[config.mk]
export PLATFORM = sky130hd
export DESIGN_NAME = pitch_frontend_mc
export DESIGN_NICKNAME = d
export VERILOG_FILES = /design/src/rtl/pitch_frontend_mc.sv
export SDC_FILE = /design/constraint.sdc
export NUM_CORES = 1
export LEC_CHECK = 0
export BUFFER_PORTS_ARGS = -buffer_cell sky130_fd_sc_hd__buf_2
export CORE_MARGIN = 8
export CORE_UTILIZATION = 35
export CTS_CLUSTER_SIZE = 10
export DETAILED_ROUTE_END_ITERATION = 16
export SLEW_MARGIN = 20
export SYNTH_ARGS = -nofsm -noshare
export SYNTH_HDL_FRONTEND = slang
export SYNTH_SLANG_ARGS = --single-unit
[constraint.sdc]
create_clock -name clk_in -period 19.5 [get_ports clk_in]
set_clock_uncertainty 0.1 [all_clocks]
set_input_delay 2.925 -clock clk_in [delete_from_list [all_inputs] [get_ports clk_in]]
set_output_delay 2.925 -clock clk_in [all_outputs]
set_load 0.01 [all_outputs]
[src/rtl/pitch_frontend_mc.sv]
// Multi-channel pitch front end: biases/saturates samples, frames one channel at a
// time into a shared pitch detector and emits its (optionally median-smoothed) result.

module pitch_frontend_mc_hist #(
  parameter int WIDTH = 32
) (
  input  logic             clk_in,
  input  logic             rst_n_in,
  input  logic             upd_i,
  input  logic [WIDTH-1:0] new_i,
  output logic [WIDTH-1:0] h0_o,
  output logic [WIDTH-1:0] h1_o,
  output logic [1:0]       fill_o
);
  logic [WIDTH-1:0] h0_q, h1_q;
  logic [1:0]       fill_q;

  always_ff @(posedge clk_in or negedge rst_n_in) begin
    if (!rst_n_in) begin
      h0_q   <= '0;
      h1_q   <= '0;
      fill_q <= '0;
    end else if (upd_i) begin
      h1_q <= h0_q;
      h0_q <= new_i;
      if (fill_q != 2'd2) fill_q <= fill_q + 2'd1;
    end
  end

  assign h0_o   = h0_q;
  assign h1_o   = h1_q;
  assign fill_o = fill_q;
endmodule

module pitch_frontend_mc #(
  parameter int SIGNAL_WIDTH = 8,
  parameter int WIDTH        = 32,
  parameter int WINDOW_SIZE  = 500,
  parameter int NUM_CH       = 4,
  parameter int TIMEOUT      = 4096,
  parameter int SMOOTH       = 1,
  localparam int CHW         = (NUM_CH > 1) ? $clog2(NUM_CH) : 1
) (
  input  logic                  clk_in,
  input  logic                  rst_n_in,
  input  logic                  enable_in,
  input  logic [SIGNAL_WIDTH:0] audio_in,
  input  logic [CHW-1:0]        audio_in_ch,
  input  logic                  audio_in_valid,
  output logic [SIGNAL_WIDTH:0] det_sig,
  output logic                  det_sig_valid,
  output logic                  det_start,
  input  logic [WIDTH-1:0]      det_f_in,
  input  logic                  det_f_valid,
  output logic [WIDTH-1:0]      f_out,
  output logic [CHW-1:0]        f_out_ch,
  output logic                  f_out_valid,
  output logic                  f_timeout,
  output logic                  busy
);
  localparam logic [1:0] S_IDLE = 2'd0, S_STREAM = 2'd1, S_WAIT = 2'd2, S_EMIT = 2'd3;
  localparam int CW = $clog2(WINDOW_SIZE + 1);
  localparam int TW = (TIMEOUT > 1) ? $clog2(TIMEOUT) : 1;
  localparam int BW = SIGNAL_WIDTH + 3;
  localparam logic signed [BW-1:0] BIAS = BW'((2**SIGNAL_WIDTH) - 1);
  localparam logic signed [BW-1:0] SMAX = BW'((2**(SIGNAL_WIDTH+1)) - 1);

  logic [1:0]            state_q, state_d;
  logic [CHW-1:0]        ch_q, ch_d, fch_q, fch_d;
  logic [CW-1:0]         cnt_q, cnt_d;
  logic [TW-1:0]         tmr_q, tmr_d;
  logic [SIGNAL_WIDTH:0] sig_q, sig_d;
  logic                  sigv_q, sigv_d, start_q, start_d;
  logic [WIDTH-1:0]      f_q, f_d;
  logic                  fv_q, fv_d, fto_q, fto_d;

  // Two guard bits keep the biased sum signed and overflow-free before clamping
  logic signed [BW-1:0]  sum;
  logic [SIGNAL_WIDTH:0] sat;
  assign sum = $signed({{2{audio_in[SIGNAL_WIDTH]}}, audio_in}) + BIAS;

  always_comb begin
    sat = sum[SIGNAL_WIDTH:0];
    if (sum[BW-1])       sat = '0;
    else if (sum > SMAX) sat = SMAX[SIGNAL_WIDTH:0];
  end

  logic accept, res_acc;
  assign accept  = (state_q == S_STREAM) && audio_in_valid && (audio_in_ch == ch_q);
  assign res_acc = (state_q == S_WAIT) && det_f_valid;

  logic [NUM_CH-1:0][WIDTH-1:0] h0, h1;
  logic [NUM_CH-1:0][1:0]       fill;

  for (genvar g = 0; g < NUM_CH; g++) begin : g_ch
    pitch_frontend_mc_hist #(.WIDTH(WIDTH)) u_hist (
      .clk_in   (clk_in),
      .rst_n_in (rst_n_in),
      .upd_i    (res_acc && (ch_q == CHW'(g))),
      .new_i    (det_f_in),
      .h0_o     (h0[g]),
      .h1_o     (h1[g]),
      .fill_o   (fill[g])
    );
  end

  function automatic logic [WIDTH-1:0] med3(input logic signed [WIDTH-1:0] a, b, c);
    logic signed [WIDTH-1:0] lo, hi, m;
    lo = (a < b) ? a : b;
    hi = (a < b) ? b : a;
    m  = (hi < c) ? hi : c;
    return (lo > m) ? lo : m;
  endfunction

  logic [WIDTH-1:0] f_new;
  assign f_new = ((SMOOTH != 0) && (fill[ch_q] == 2'd2)) ? med3(det_f_in, h0[ch_q], h1[ch_q])
                                                         : det_f_in;

  always_comb begin
    state_d = state_q;
    ch_d    = ch_q;
    cnt_d   = cnt_q;
    tmr_d   = tmr_q;
    sig_d   = sig_q;
    sigv_d  = 1'b0;
    start_d = 1'b0;
    f_d     = f_q;
    fch_d   = fch_q;
    fv_d    = 1'b0;
    fto_d   = 1'b0;
    case (state_q)
      S_IDLE: if (enable_in) begin
        state_d = S_STREAM;
        cnt_d   = '0;
      end
      S_STREAM: if (accept) begin
        sig_d  = sat;
        sigv_d = 1'b1;
        if (cnt_q == CW'(WINDOW_SIZE - 1)) begin
          start_d = 1'b1;
          cnt_d   = '0;
          tmr_d   = '0;
          state_d = S_WAIT;
        end else begin
          cnt_d = cnt_q + 1'b1;
        end
      end
      // A result arriving on the expiry cycle takes priority over the timeout
      S_WAIT: if (det_f_valid) begin
        f_d     = f_new;
        fch_d   = ch_q;
        fv_d    = 1'b1;
        state_d = S_EMIT;
      end else if (tmr_q == TW'(TIMEOUT - 1)) begin
        f_d     = '0;
        fch_d   = ch_q;
        fv_d    = 1'b1;
        fto_d   = 1'b1;
        state_d = S_EMIT;
      end else begin
        tmr_d = tmr_q + 1'b1;
      end
      default: begin
        ch_d    = (ch_q == CHW'(NUM_CH - 1)) ? '0 : ch_q + 1'b1;
        cnt_d   = '0;
        state_d = enable_in ? S_STREAM : S_IDLE;
      end
    endcase
  end

  always_ff @(posedge clk_in or negedge rst_n_in) begin
    if (!rst_n_in) begin
      state_q <= S_IDLE;
      ch_q    <= '0;
      cnt_q   <= '0;
      tmr_q   <= '0;
      sig_q   <= '0;
      sigv_q  <= 1'b0;
      start_q <= 1'b0;
      f_q     <= '0;
      fch_q   <= '0;
      fv_q    <= 1'b0;
      fto_q   <= 1'b0;
    end else begin
      state_q <= state_d;
      ch_q    <= ch_d;
      cnt_q   <= cnt_d;
      tmr_q   <= tmr_d;
      sig_q   <= sig_d;
      sigv_q  <= sigv_d;
      start_q <= start_d;
      f_q     <= f_d;
      fch_q   <= fch_d;
      fv_q    <= fv_d;
      fto_q   <= fto_d;
    end
  end

  assign det_sig       = sig_q;
  assign det_sig_valid = sigv_q;
  assign det_start     = start_q;
  assign f_out         = f_q;
  assign f_out_ch      = fch_q;
  assign f_out_valid   = fv_q;
  assign f_timeout     = fto_q;
  assign busy          = (state_q != S_IDLE);
endmodule

* After elaboration in Yosys (flattened, before gate mapping) *
Cells that the tools add are included.

storage, ports and cells
  register bits after elaboration = 336
  output and inout bits = 48
  word-level logic and storage cells = 122

operators by class
  add/sub/neg operators = 8
  $lt $le $gt $ge = 5
  equal/unequal tests = 19
  multiplexer cells = 44
  bitwise operators = 1
  reduce and logical (&&, ||, !) cells = 22

operators with widths
  cell                                                    number
  2-to-1 mux 32 bit                                       9
  binary-select mux 32 bit (select 2 bit)                 2
  less-than comparator 32 bit                             2
  2-to-1 mux 12 bit                                       4
  2-to-1 mux 9 bit                                        5
  greater-than comparator 32 bit                          1
  one-hot mux 9 bit (3 select lines)                      1
  one-hot mux 12 bit (2 select lines)                     1
  2-to-1 mux 2 bit                                        9
  != test 2 bit (second input constant)                   8
  adder 12 x 1 -> 12 bit (second input constant)          1
  == test 12 bit (second input constant)                  1
  AND reduction 2 bit                                     6
  2-to-1 mux 1 bit                                        11
  adder 2 x 1 -> 2 bit (second input constant)            5
  adder 9 x 9 -> 10 bit (second input constant)           1
  greater-than comparator 10 bit (second input constant)  1
  adder 9 x 1 -> 9 bit (second input constant)            1
  == test 9 bit (second input constant)                   1
  == test 2 bit (second input constant)                   4
  logical AND 1 bit                                       7
  one-hot mux 2 bit (3 select lines)                      1
  nonzero test 2 bit                                      3
  AND reduction 5 bit                                     1
  11 further kinds                                        13

* Depth between registers and ports, before layout *
  depth in word-level cells = 10
  mapped depth = 35
  gate-level depth less buffers = 28

* Cells and area by module *
A second synthesis with hierarchy kept.

unflattened totals
  cell total of the unflattened synthesis = 1573
  area total of the unflattened synthesis = 19686.4 um2

by module, submodules not included
  module                  instances  cells each  area each (um2)  sequential area each (um2)
  pitch_frontend_mc_hist  4          143         2677.6           1651.6
  pitch_frontend_mc       1          1001        8976.1           1801.7

* Least setup slack after synthesis *
Ideal clock, no wire load.

  path type = input-to-reg
  start = input port det_f_in[30]
  end = register f_q[22] (netlist: f_out[22])
  setup time = 0.122 ns
  arrival time = 9.478 ns
  data required time = 19.278 ns
  setup slack = 9.800 ns
  cell stages on the path = 29
  buffers on the path = 5
  cell sequence = ha_1 > nand4_2 > or4_4 > or4_1 > o22ai_2 > nor3_2 > buf_6 > buf_12 > mux2_4 > ha_1 > a211oi_1 > o21ai_1 > a21oi_1 > nand4bb_1 > a2111oi_0 > o32ai_2 > buf_4 > mux2i_1 > ha_1 > or2_2 > a311o_1 > a211oi_1 > nand3_1 > nand2_1 > and2_1 > clkbuf_1 > buf_1 > nand2_1 > a32o_1

on the way
  longest elaborated chain between the ends = 8
  elaborated cells on any way between the ends = 9
  classes of those cells = order compare: 3; mux: 6

ends and longest elaborated chain
  element                         line      source
  from (decl)                     53        input logic [WIDTH-1:0] det_f_in,
  less-than comparator 32 bit     109, 110
  2-to-1 mux 32 bit               110       hi = (a < b) ? b : a;
  less-than comparator 32 bit     111       m = (hi < c) ? hi : c;
  2-to-1 mux 32 bit               111
  greater-than comparator 32 bit  112       return (lo > m) ? lo : m;
  2-to-1 mux 32 bit (*)           112
  2-to-1 mux 32 bit (*)           116       assign f_new = ((SMOOTH != 0) && (fill[ch_q] == 2'd2)) ? med3(det_f_in, h0[ch_q], h1[ch_q])
  2-to-1 mux 32 bit (*)           149       S_WAIT: if (det_f_valid) begin
  to (signal assigned)            180       f_q <= '0;
  to (signal assigned)            192       f_q <= f_d;
  to (decl)                       74        logic [WIDTH-1:0] f_q, f_d;

Mark *: on every way between the ends. The rest lies on a longest branch, timed or not.
A chain may end at the register's enable or synchronous reset.

* Final worst setup path *
  start = input port det_f_in[27]
  end = register f_q[0] (netlist: f_out[0])

The elaborated chain is that of the path after synthesis.

==> impl_metrics.ini <==
[critical_path]
critPathCapture = f_out[0]
crit_start = det_f_in[27]
path_max_fanout = 56
cp-end-kind = flop
r2r_cells = 31
slowest_delay_ns = 0.84
critical_path_class = in2reg
r2r_setup_slack_ns = 8.38
crit_path_start_kind = input port
worst_r2r_startpoint = ch_q[0]
reg2reg_to = f_out[0]
cp_slowest_cell = a2111oi_0
critPathArrivalTime_ns = 11.80
required_ns = 19.86

[global_route]
grt_overflow = 0
first_global_vias = 12700
grt_max_degree = 114
grt_pass1_wl_mm = 71.9
antenna_found_initial = 5
gr-usage-all-layers_pct = 14.8

[synthesis]
synth_area_um2 = 18400
ys_types = 62
synth_area_leader_cell = dfrtp_1
ys_ff_latch = 336
synth-seq-area-share_pct = 45.7
synth_area_leaders = dfrtp_1 (46%), mux2_2 (17%), mux4_2 (7.8%)
synth_ff_type = dfrtp_1
ys_async_sr_fraction_pct = 100
synth.avg_cell_area_um2 = 12.4
synth_edf_count = 0
netlist_instances = 1486
synth_nets = 1644
synth_top_area_share_pct = 45.7
yosysWarnings = 0

[place]
place_area_um2 = 19600
portBuffers = 95
hpwl_mm = 30.3
gp_congestion = 0.836

[die]
dieArea_um2 = 60200
fp.coreArea_um2 = 52200
io_pins = 96
die_w_um = 245
start_util_pct = 35.2
row_count = 84
die_h_um = 245

[timing]
final_max_slew_viol_count = 0
relSlewSlack_pct = 27.7
fin_setup_tns_ns = 0
finalCriticalPeriod_ns = 11.45
max_freq_mhz = 87.4
fin_crit_sh_pct = 58.7
finalHoldViolCount = 0
setup_viol = 0
rsz0062_at_grt = no
tightest_slew_ns = 1.08

[detailed_routing]
routed_wl_mm = 44.1
vias_per_cell = 5.35
drtPass1Iterations = 8
wl_per_cell_um = 19.4
drt_iter0_markers = 596
antenna_left = 0
drc = 0
vias = 12200

[cts]
path_clk_slew_ns = 0.05
postCtsHoldBufs = 0
clockBufferDepth = 3
cts_resized = 0
cts_buffers = 42
post-cts-setup-buffers = 0
root_buffer = clkbuf_16
cts_tree = done
worstSkewPairLatency_ns = 0.55
h-tree-depth = 2
cts_sinks = 336

[outcome]
outcome = complete, no violations

[layout]
fin_nets = 1721
nFillCells = 4874
area_delta_synth_final_pct = 13.3
final_area_um2 = 20900
drive_above_1_share_pct = 33.6

[hold_path]
min_path_type = reg2reg
hp-start = det_sig[3]

[job]
cap_violations = 0
area by class of cell:
class | instances | area [um^2] | area share (%)
Antenna cell | 4 | 10.0 | 0.0480
Timing Repair Buffer | 110 | 622 | 2.98
Clock inverter | 6 | 61.3 | 0.294
Multi-Input combinational cell | 989 | 9410 | 45.1
Sequential cell | 336 | 8420 | 40.3
Clock buffer | 56 | 1160 | 5.58
Tap cell | 688 | 861 | 4.13
Inverter | 84 | 315 | 1.51
registers in the layout (all words and copies together), names as in the netlist, 8 cells and up:
signal              count
cnt_q                   9
tmr_q                  12
g_ch.u_hist.h1_o      128
f_out                  32
g_ch.u_hist.h0_o      128
det_sig                 9
g_ch.u_hist.fill_o      8
worst min path at each step:
| stage | to | cells past startpoint |
|---|---|---|
| 4_1_cts | det_sig[3] | 1 |
| 3_3_place_gp | det_sig[3] | 1 |
| 3_5_place_dp | det_sig[3] | 1 |
| 5_1_grt | det_sig[3] | 1 |
| 2_1_floorplan | g_ch[2].u_hist.h0_o[0] | 2 |
| 6_report | det_sig[3] | 1 |
logic make-up (layout without fill, tap and decap cells):
logic type / count (synthesis) / count (layout) / synth area share, %
simple gates: 249 / 249 / 6.47
mux: 382 / 382 / 27.3
other cells: 0 / 4 / 0
buf+inv: 161 / 256 / 3.53
flops: 336 / 336 / 45.7
compound gates: 223 / 223 / 8.37
fa+ha+maj: 110 / 110 / 7.48
xor+xnor: 25 / 25 / 1.19
stage by stage:
| step | hold WS (ns) | utilization (%) | setup slack, ns | cells |
|---|---|---|---|---|
| 2_1_floorplan | 0.362 | - | 9.80 | 1486 |
| 3_3_place_gp | 0.361 | 37.5 | 7.65 | 2205 |
| 3_5_place_dp | 0.363 | 37.5 | 7.31 | 2205 |
| 4_1_cts | 0.375 | 39.8 | 7.86 | 2267 |
| 5_1_grt | 0.385 | 39.9 | 7.55 | 2270 |
| 6_report | 0.372 | 39.9 | 8.05 | 2273 |
Yosys cell counts, types with 12 or more instances:
master	count
a21oi_1	41
a32o_1	30
buf_1	25
clkbuf_1	43
dfrtp_1	336
ha_1	110
inv_1	84
mux2_2	273
mux2_4	12
mux2i_1	33
mux4_2	64
nand2_1	109
nand3_1	24
nand4_1	24
nor2_1	38
o21ai_0	67
o22a_1	30
xor2_1	15
worst max-delay path: cells and delay by family:
kind	cells	cell delay, ns
compound gates	13	4.24
simple gates	7	1.84
buf+inv	4	1.17
fa+ha+maj	3	0.97
mux	2	0.63
placed cells by master, fill, tap and decap left out, types with 38 or more instances in the layout:
cell type	instances
nor2_1	38
inv_1	84
o21ai_0	67
mux2_2	273
clkbuf_16	43
buf_2	94
a21oi_1	41
dfrtp_1	334
mux4_2	64
nand2_1	105
ha_1	110
routing by layer:
layer	wire (um)	vias up	GRT usage [%]	part of all wire (%)
met2	20700	229	23.7	47
met5	11	-	0	0.025
met3	2190	82	3.28	5.0
met4	1130	2	4.58	2.6
li1	-	5645	-	-
met1	20100	6201	19.7	46
Power is not shown: default switching activity piles up to over one toggle a cycle in this logic, so the estimate is an artifact.
